## config.mk

```make
export PLATFORM = sky130hd
export DESIGN_NAME = hazard_scoreboard
export DESIGN_NICKNAME = d
export VERILOG_FILES = /design/src/rtl/hazard_scoreboard.sv
export SDC_FILE = /design/constraint.sdc
export NUM_CORES = 1
export LEC_CHECK = 0
export CORE_UTILIZATION = 47
export CTS_BUF_LIST = sky130_fd_sc_hd__clkbuf_16
export DETAILED_ROUTE_END_ITERATION = 10
export PLACE_DENSITY = 0.87
export SLEW_MARGIN = 30
export SYNTH_ARGS = -nofsm -noshare
export SYNTH_HDL_FRONTEND = slang
export SYNTH_SLANG_ARGS = --single-unit
```

## constraint.sdc

```tcl
create_clock -name clk -period 1.8 [get_ports clk]
set_input_delay 0.18 -clock clk [delete_from_list [all_inputs] [get_ports clk]]
set_output_delay 0.18 -clock clk [all_outputs]
set_load 0.005 [all_outputs]
```

## src/rtl/hazard_scoreboard.sv

```systemverilog
// hazard_scoreboard
//   Hazard detection and forwarding unit for the decode stage. It keeps a
//   DEPTH-entry shift-register scoreboard of in-flight destinations. From it,
//   the unit produces the following for the decode instruction:
//   - per-operand forwarding selects,
//   - a stall,
//   - a multi-cycle kill after an accepted redirect.
//
// Ports
//   clk, rst                 clock (rising edge), synchronous active-high reset
//   id_valid                 decode holds a real instruction
//   id_rs1/id_rs2            source register addresses
//   id_rs1_used/id_rs2_used  instruction reads that source
//   id_rd, id_we             destination address / writes id_rd
//   id_is_load               instruction is a load
//   id_redirect              jump or taken branch in decode
//   stall                    hold PC and decode, insert bubble
//   kill                     discard decode instruction, insert bubble
//   issue                    decode instruction enters stage 1 this cycle
//   fwd_a_sel/fwd_b_sel      0 = register file, k = stage k result
module hazard_scoreboard #(
    parameter int DEPTH       = 3,
    parameter int FWD_EN      = 1,
    parameter int LOAD_LAT    = 2,
    parameter int KILL_CYCLES = 1,
    parameter int SEL_W       = $clog2(DEPTH + 1)
) (
    input  logic             clk,
    input  logic             rst,
    input  logic             id_valid,
    input  logic [4:0]       id_rs1,
    input  logic [4:0]       id_rs2,
    input  logic             id_rs1_used,
    input  logic             id_rs2_used,
    input  logic [4:0]       id_rd,
    input  logic             id_we,
    input  logic             id_is_load,
    input  logic             id_redirect,
    output logic             stall,
    output logic             kill,
    output logic             issue,
    output logic [SEL_W-1:0] fwd_a_sel,
    output logic [SEL_W-1:0] fwd_b_sel
);

    localparam int KC_W = (KILL_CYCLES > 0) ? $clog2(KILL_CYCLES + 1) : 1;

    // Scoreboard: index 1 is the youngest stage, index DEPTH is writeback.
    logic [DEPTH:1] v_q, v_d;
    logic [DEPTH:1] we_q, we_d;
    logic [DEPTH:1] ld_q, ld_d;
    logic [4:0]     rd_q [1:DEPTH];
    logic [4:0]     rd_d [1:DEPTH];
    logic [KC_W-1:0] kc_q, kc_d;

    logic             hit_a, hit_b, ld_a, ld_b, haz_a, haz_b;
    logic [SEL_W-1:0] k_a, k_b, sel_a, sel_b;

    // Youngest matching writer wins: scan from stage 1 and lock on the first hit.
    always_comb begin
        hit_a = 1'b0;
        hit_b = 1'b0;
        ld_a  = 1'b0;
        ld_b  = 1'b0;
        k_a   = '0;
        k_b   = '0;
        for (int unsigned k = 1; k <= DEPTH; k++) begin
            if (!hit_a && v_q[k] && we_q[k] && rd_q[k] == id_rs1) begin
                hit_a = 1'b1;
                k_a   = SEL_W'(k);
                ld_a  = ld_q[k];
            end
            if (!hit_b && v_q[k] && we_q[k] && rd_q[k] == id_rs2) begin
                hit_b = 1'b1;
                k_b   = SEL_W'(k);
                ld_b  = ld_q[k];
            end
        end
    end

    always_comb begin
        haz_a = 1'b0;
        sel_a = '0;
        if (id_rs1_used && id_rs1 != 5'd0 && hit_a) begin
            if (FWD_EN == 0)
                haz_a = 1'b1;
            else if (ld_a && k_a < SEL_W'(LOAD_LAT))
                haz_a = 1'b1;
            else
                sel_a = k_a;
        end
        haz_b = 1'b0;
        sel_b = '0;
        if (id_rs2_used && id_rs2 != 5'd0 && hit_b) begin
            if (FWD_EN == 0)
                haz_b = 1'b1;
            else if (ld_b && k_b < SEL_W'(LOAD_LAT))
                haz_b = 1'b1;
            else
                sel_b = k_b;
        end
    end

    // Kill dominates: it masks stall and zeroes the selects.
    assign kill      = (kc_q != '0);
    assign stall     = id_valid && !kill && (haz_a || haz_b);
    assign issue     = id_valid && !stall && !kill;
    assign fwd_a_sel = kill ? '0 : sel_a;
    assign fwd_b_sel = kill ? '0 : sel_b;

    always_comb begin
        v_d  = '0;
        we_d = '0;
        ld_d = '0;
        for (int unsigned k = 1; k <= DEPTH; k++) rd_d[k] = '0;
        for (int unsigned k = 2; k <= DEPTH; k++) begin
            v_d[k]  = v_q[k-1];
            we_d[k] = we_q[k-1];
            ld_d[k] = ld_q[k-1];
            rd_d[k] = rd_q[k-1];
        end
        // A non-issuing cycle shifts in a bubble (all fields zero).
        v_d[1]  = issue;
        we_d[1] = issue && id_we && (id_rd != 5'd0);
        ld_d[1] = issue && id_is_load;
        rd_d[1] = issue ? id_rd : 5'd0;

        // Redirect is only honoured when its instruction actually issues.
        if (issue && id_redirect)
            kc_d = KC_W'(KILL_CYCLES);
        else if (kc_q != '0)
            kc_d = kc_q - KC_W'(1);
        else
            kc_d = kc_q;
    end

    always_ff @(posedge clk) begin
        if (rst) begin
            v_q  <= '0;
            we_q <= '0;
            ld_q <= '0;
            kc_q <= '0;
            for (int unsigned k = 1; k <= DEPTH; k++) rd_q[k] <= '0;
        end else begin
            v_q  <= v_d;
            we_q <= we_d;
            ld_q <= ld_d;
            kc_q <= kc_d;
            for (int unsigned k = 1; k <= DEPTH; k++) rd_q[k] <= rd_d[k];
        end
    end

endmodule

```

==> summary.md <==
| Metric | Value |
|---|---|
| Total of max-cap violations | 0 |
| Top Ports | 30 |
| Clk_lat worst skew | around 0.26 ns |
| Fmax | just under 500 MHz |
| Wire length of the first global-routing pass | 5.713 mm |
| Synthesis-to-layout area growth | 63.87% |
| Final core occ | ~83% |
| Worst Min Path Start | id_we |
| Placer Congestion | approximately 0.83 |
| Nets | about 200 |
| Critical path cell sequence | xnor2_2, nand4_1, or3_4, buf_6, o211a_1, o21a_1, buf_2 |
| Data arrival time of the worst path | between 1.5 and 2 ns |
| Port bufs | 29 |
| Largest net degree at the start of global routing | 15 |
| Fraction of power consumed by sequential logic | 42.6% |
| Slew Viols, Final | 0 |
| Slew Limit Headroom | approximately 76% |
| Chip Width | approximately 51 um |
| CP Launch Type | flip-flop |
| Critical path origin | rd_q[0][6]$_SDFF_PP0_ |
| Top cells by area, synth | dfxtp_1 41%, xnor2_1 14%, xor2_1 9.3%, nor2b_1 8.3%, and2_1 3.9% |
| Combinational Power Share | 18.3% |
| R2R Path Start | rd_q[0][6]$_SDFF_PP0_ |
| Clk buf depth | 2 |
| Setup tns final | -0.7101 ns |
| Syn Nets | between 100 and 150 |
| Internal power | 0.9485 mW |
| Flops & latches, synth | 23 |
| Sequential share of the synthesized area | approximately two fifths |
| Syn Std Cell Area | ~0.0011 sq mm |
| Pwr Density | 682.9 mW/mm^2 |
| Setup violators final | 5 |
| Path type of the worst min-delay path | in2reg |
| Via count | approximately 1,200 |
| Final worst path period share | 111.9% |
| Setup ws final | -0.2147 ns |
| Clk sinks | 23 |
| Final WL | around 4.2 mm |
| Fraction of layout cells with a size suffix above 1 | a little over two fifths |
| Clock power share | between 30% and 40% |
| Core ar. | between 0.002 and 0.0025 sq mm |
| Initial antenna violation count | 0 |
| Required time of the worst setup path | between 1.5 and 2 ns |
| Finished Cell Area | between 0.0015 and 0.002 sq mm |
| Failing checks | negative setup slack |
| Total track usage | 31.13% |
| Die height | roughly 50 um |
| Net Switching | between 0.3 and 0.4 mW |
| Crit Path Max Fanout | 4 |
| DR WL/cell | approximately 20 um |
| Initial Util | 50.70% |
| Placement Cell Area | between 0.0015 and 0.002 sq mm |
| Reg2Reg Depth | 7 |
| Syn avg cell area | approximately 9.6 sq um |
| Drt first-iter violations | 19 |
| Inserted Clock Buffers | 3 |
| RSZ-0062 raised after global routing | true |
| Post-Synthesis Cells | roughly 120 |
| Grt ovf | 0 |
| ANT nets after route | 0 |
| Setup slack, reg-to-reg | around 0.030 ns |
| Total die area | 0.002610 sq mm |
| H-tree Lvls | 1 |
| First drt pass iteration count | 4 |
| N_diodes | 0 |
| Via/cell ratio | between 5 and 6 |
| Top cell type's share of synthesized area | 40.66% |
| Net Sw Frac | around 25% |
| Root buffer cell | clkbuf_16 |
| Cell variety after synth | 28 |
| Worst-margin pin slew | about 0.36 ns |
| CP peak stage delay | around 0.39 ns |
| Critical Path End | fwd_a_sel[0] |
| Final hold vios | 0 |
| RR Endpoint | rd_q[0][7]$_SDFF_PP0_ |
| VDD IR max | roughly 0.59 mV |
| Placement row count | 17 |
| Status | finished, violations left |
| Setup Crit Path Kind | reg2out |
| LEAKAGE | ~0.78 nW |
| Cell taking the most area after synthesis | dfxtp_1 |
| Vias in the first global route | between 1,000 and 1,500 |
| CTS tree | done |
| Critical path's slowest cell | or3_4 |
| Clk slew on worst S/H paths | 0.06 ns |
| Total Power | 1.267 mW |
| Post-layout min period | 2.015 ns |
| Ys Warns | 0 |
| DP HPWL | around 2.3 mm |
| Skew final | ~0.0027 ns |
| CP Capture Type | primary output |
| DRC viols | 0 |
-- power groups by stage --
stage	logic (mW)	registers, mW	clock network [mW]
after CTS	0.201	0.538	0.494
after global placement	0.179	0.547	0
after detailed placement	0.185	0.548	0
after global routing	0.242	0.541	0.515
after floorplan	0.0703	0.547	0
final	0.231	0.540	0.496
-- cells in the mapped netlist --
master	instances
nand4bb_2	1
nor2_1	7
xor2_1	12
o211a_1	2
nor4_1	2
clkbuf_1	1
or4_4	1
and3b_1	1
o21ai_2	1
dfxtp_1	23
o311a_1	1
xnor2_1	18
inv_1	1
nand3_1	2
o21a_1	1
nor3_1	2
o22ai_1	1
o21ai_0	1
nor2b_1	15
o21ai_1	1
or3_1	2
nand4_1	5
nand2_1	5
o211a_4	1
or4_1	1
or2_2	1
and2_1	7
nand2b_1	2
-- cells in the final DEF (no fill, tap or decap), types with 3 or more instances in the layout --
master            n
nor2_2            3
dlygate4sd2_1     4
nand2_1           3
xor2_1           10
clkbuf_16         3
nand4_1           5
buf_2             5
dfxtp_1          19
buf_4            25
clkdlybuf4s50_1  13
nor2_1            4
and2_1            4
xnor2_1          15
and2_4            3
nor2b_1          15
dfxtp_2           3
xnor2_2           3
clkbuf_2          6
-- area by class of cell --
| type | instances | area, sq um |
|---|---|---|
| clock buffer | 3 | 75.07 |
| clock inverter | 1 | 5.005 |
| fill | 128 | 377.9 |
| inverter | 1 | 3.754 |
| multi-input combinational | 94 | 838.3 |
| sequential | 23 | 467.9 |
| tap | 28 | 35.03 |
| timing repair buffer | 55 | 430.4 |
-- worst min path at each step --
| stage | end | slack, ns | depth (start not counted) |
|---|---|---|---|
| finish | we_q[1]$_SDFF_PP0_ | 0.48 | 2 |
| global placement | we_q[2]$_SDFF_PP0_ | 0.47 | 1 |
| CTS | v_q[3]$_SDFF_PP0_ | 0.48 | 1 |
| floorplan | rd_q[0][11]$_SDFF_PP0_ | 0.25 | 1 |
| detailed placement | v_q[3]$_SDFF_PP0_ | 0.47 | 1 |
| global route | we_q[1]$_SDFF_PP0_ | 0.49 | 2 |
-- routing by layer --
metal / vias up / track usage, % / routed length [um]
met4: 0 / 18.06 / 244
met2: 56 / 54.39 / 2160
met1: 552 / 35.56 / 1542
met3: 22 / 4.762 / 210
met5: - / 0 / 0
li1: 521 / - / -
-- repair_timing --
action,CTS,global route
setup buffers,5,0
hold buffers,0,0
setup endpoints to repair,8,14
resized for setup,52,30
pin swaps,13,13
cloned,0,1
-- worst max-delay path: cells and delay by family, from the launching register on --
kind	cells	cell delay [ns]
AND/OR/NAND/NOR	2	0.51
buffers and inverters	2	0.27
XOR/XNOR	1	0.15
flip-flops	1	0.34
AO/OA/AOI/OAI	2	0.30
-- registers in the layout (all words and copies together) (netlist names) --
name,count
v_q,3
ld_q,1
we_q,3
rd_q,15
kill,1
-- cells by family (layout without fill, tap and decap cells) --
logic type             count (synthesis)  after routing  share of synthesized area (%)
buffers and inverters                  2             60                         0.6623
AND/OR/NAND/NOR                       54             54                          28.40
XOR/XNOR                              30             30                          23.20
AO/OA/AOI/OAI                          9             10                          7.072
flip-flops                            23             23                          40.66
-- through the flow --
stage | hold WS (ns) | instances | setup slack [ns]
after floorplan | 0.2516 | 118 | 0.2403
after CTS | 0.4804 | 206 | -0.1635
after detailed placement | 0.4710 | 197 | -0.6638
after global routing | 0.4857 | 205 | -0.2414
final | 0.4764 | 205 | -0.2147
after global placement | 0.4669 | 197 | -0.6098
No activity file was read; power rests on OpenSTA's default activity.
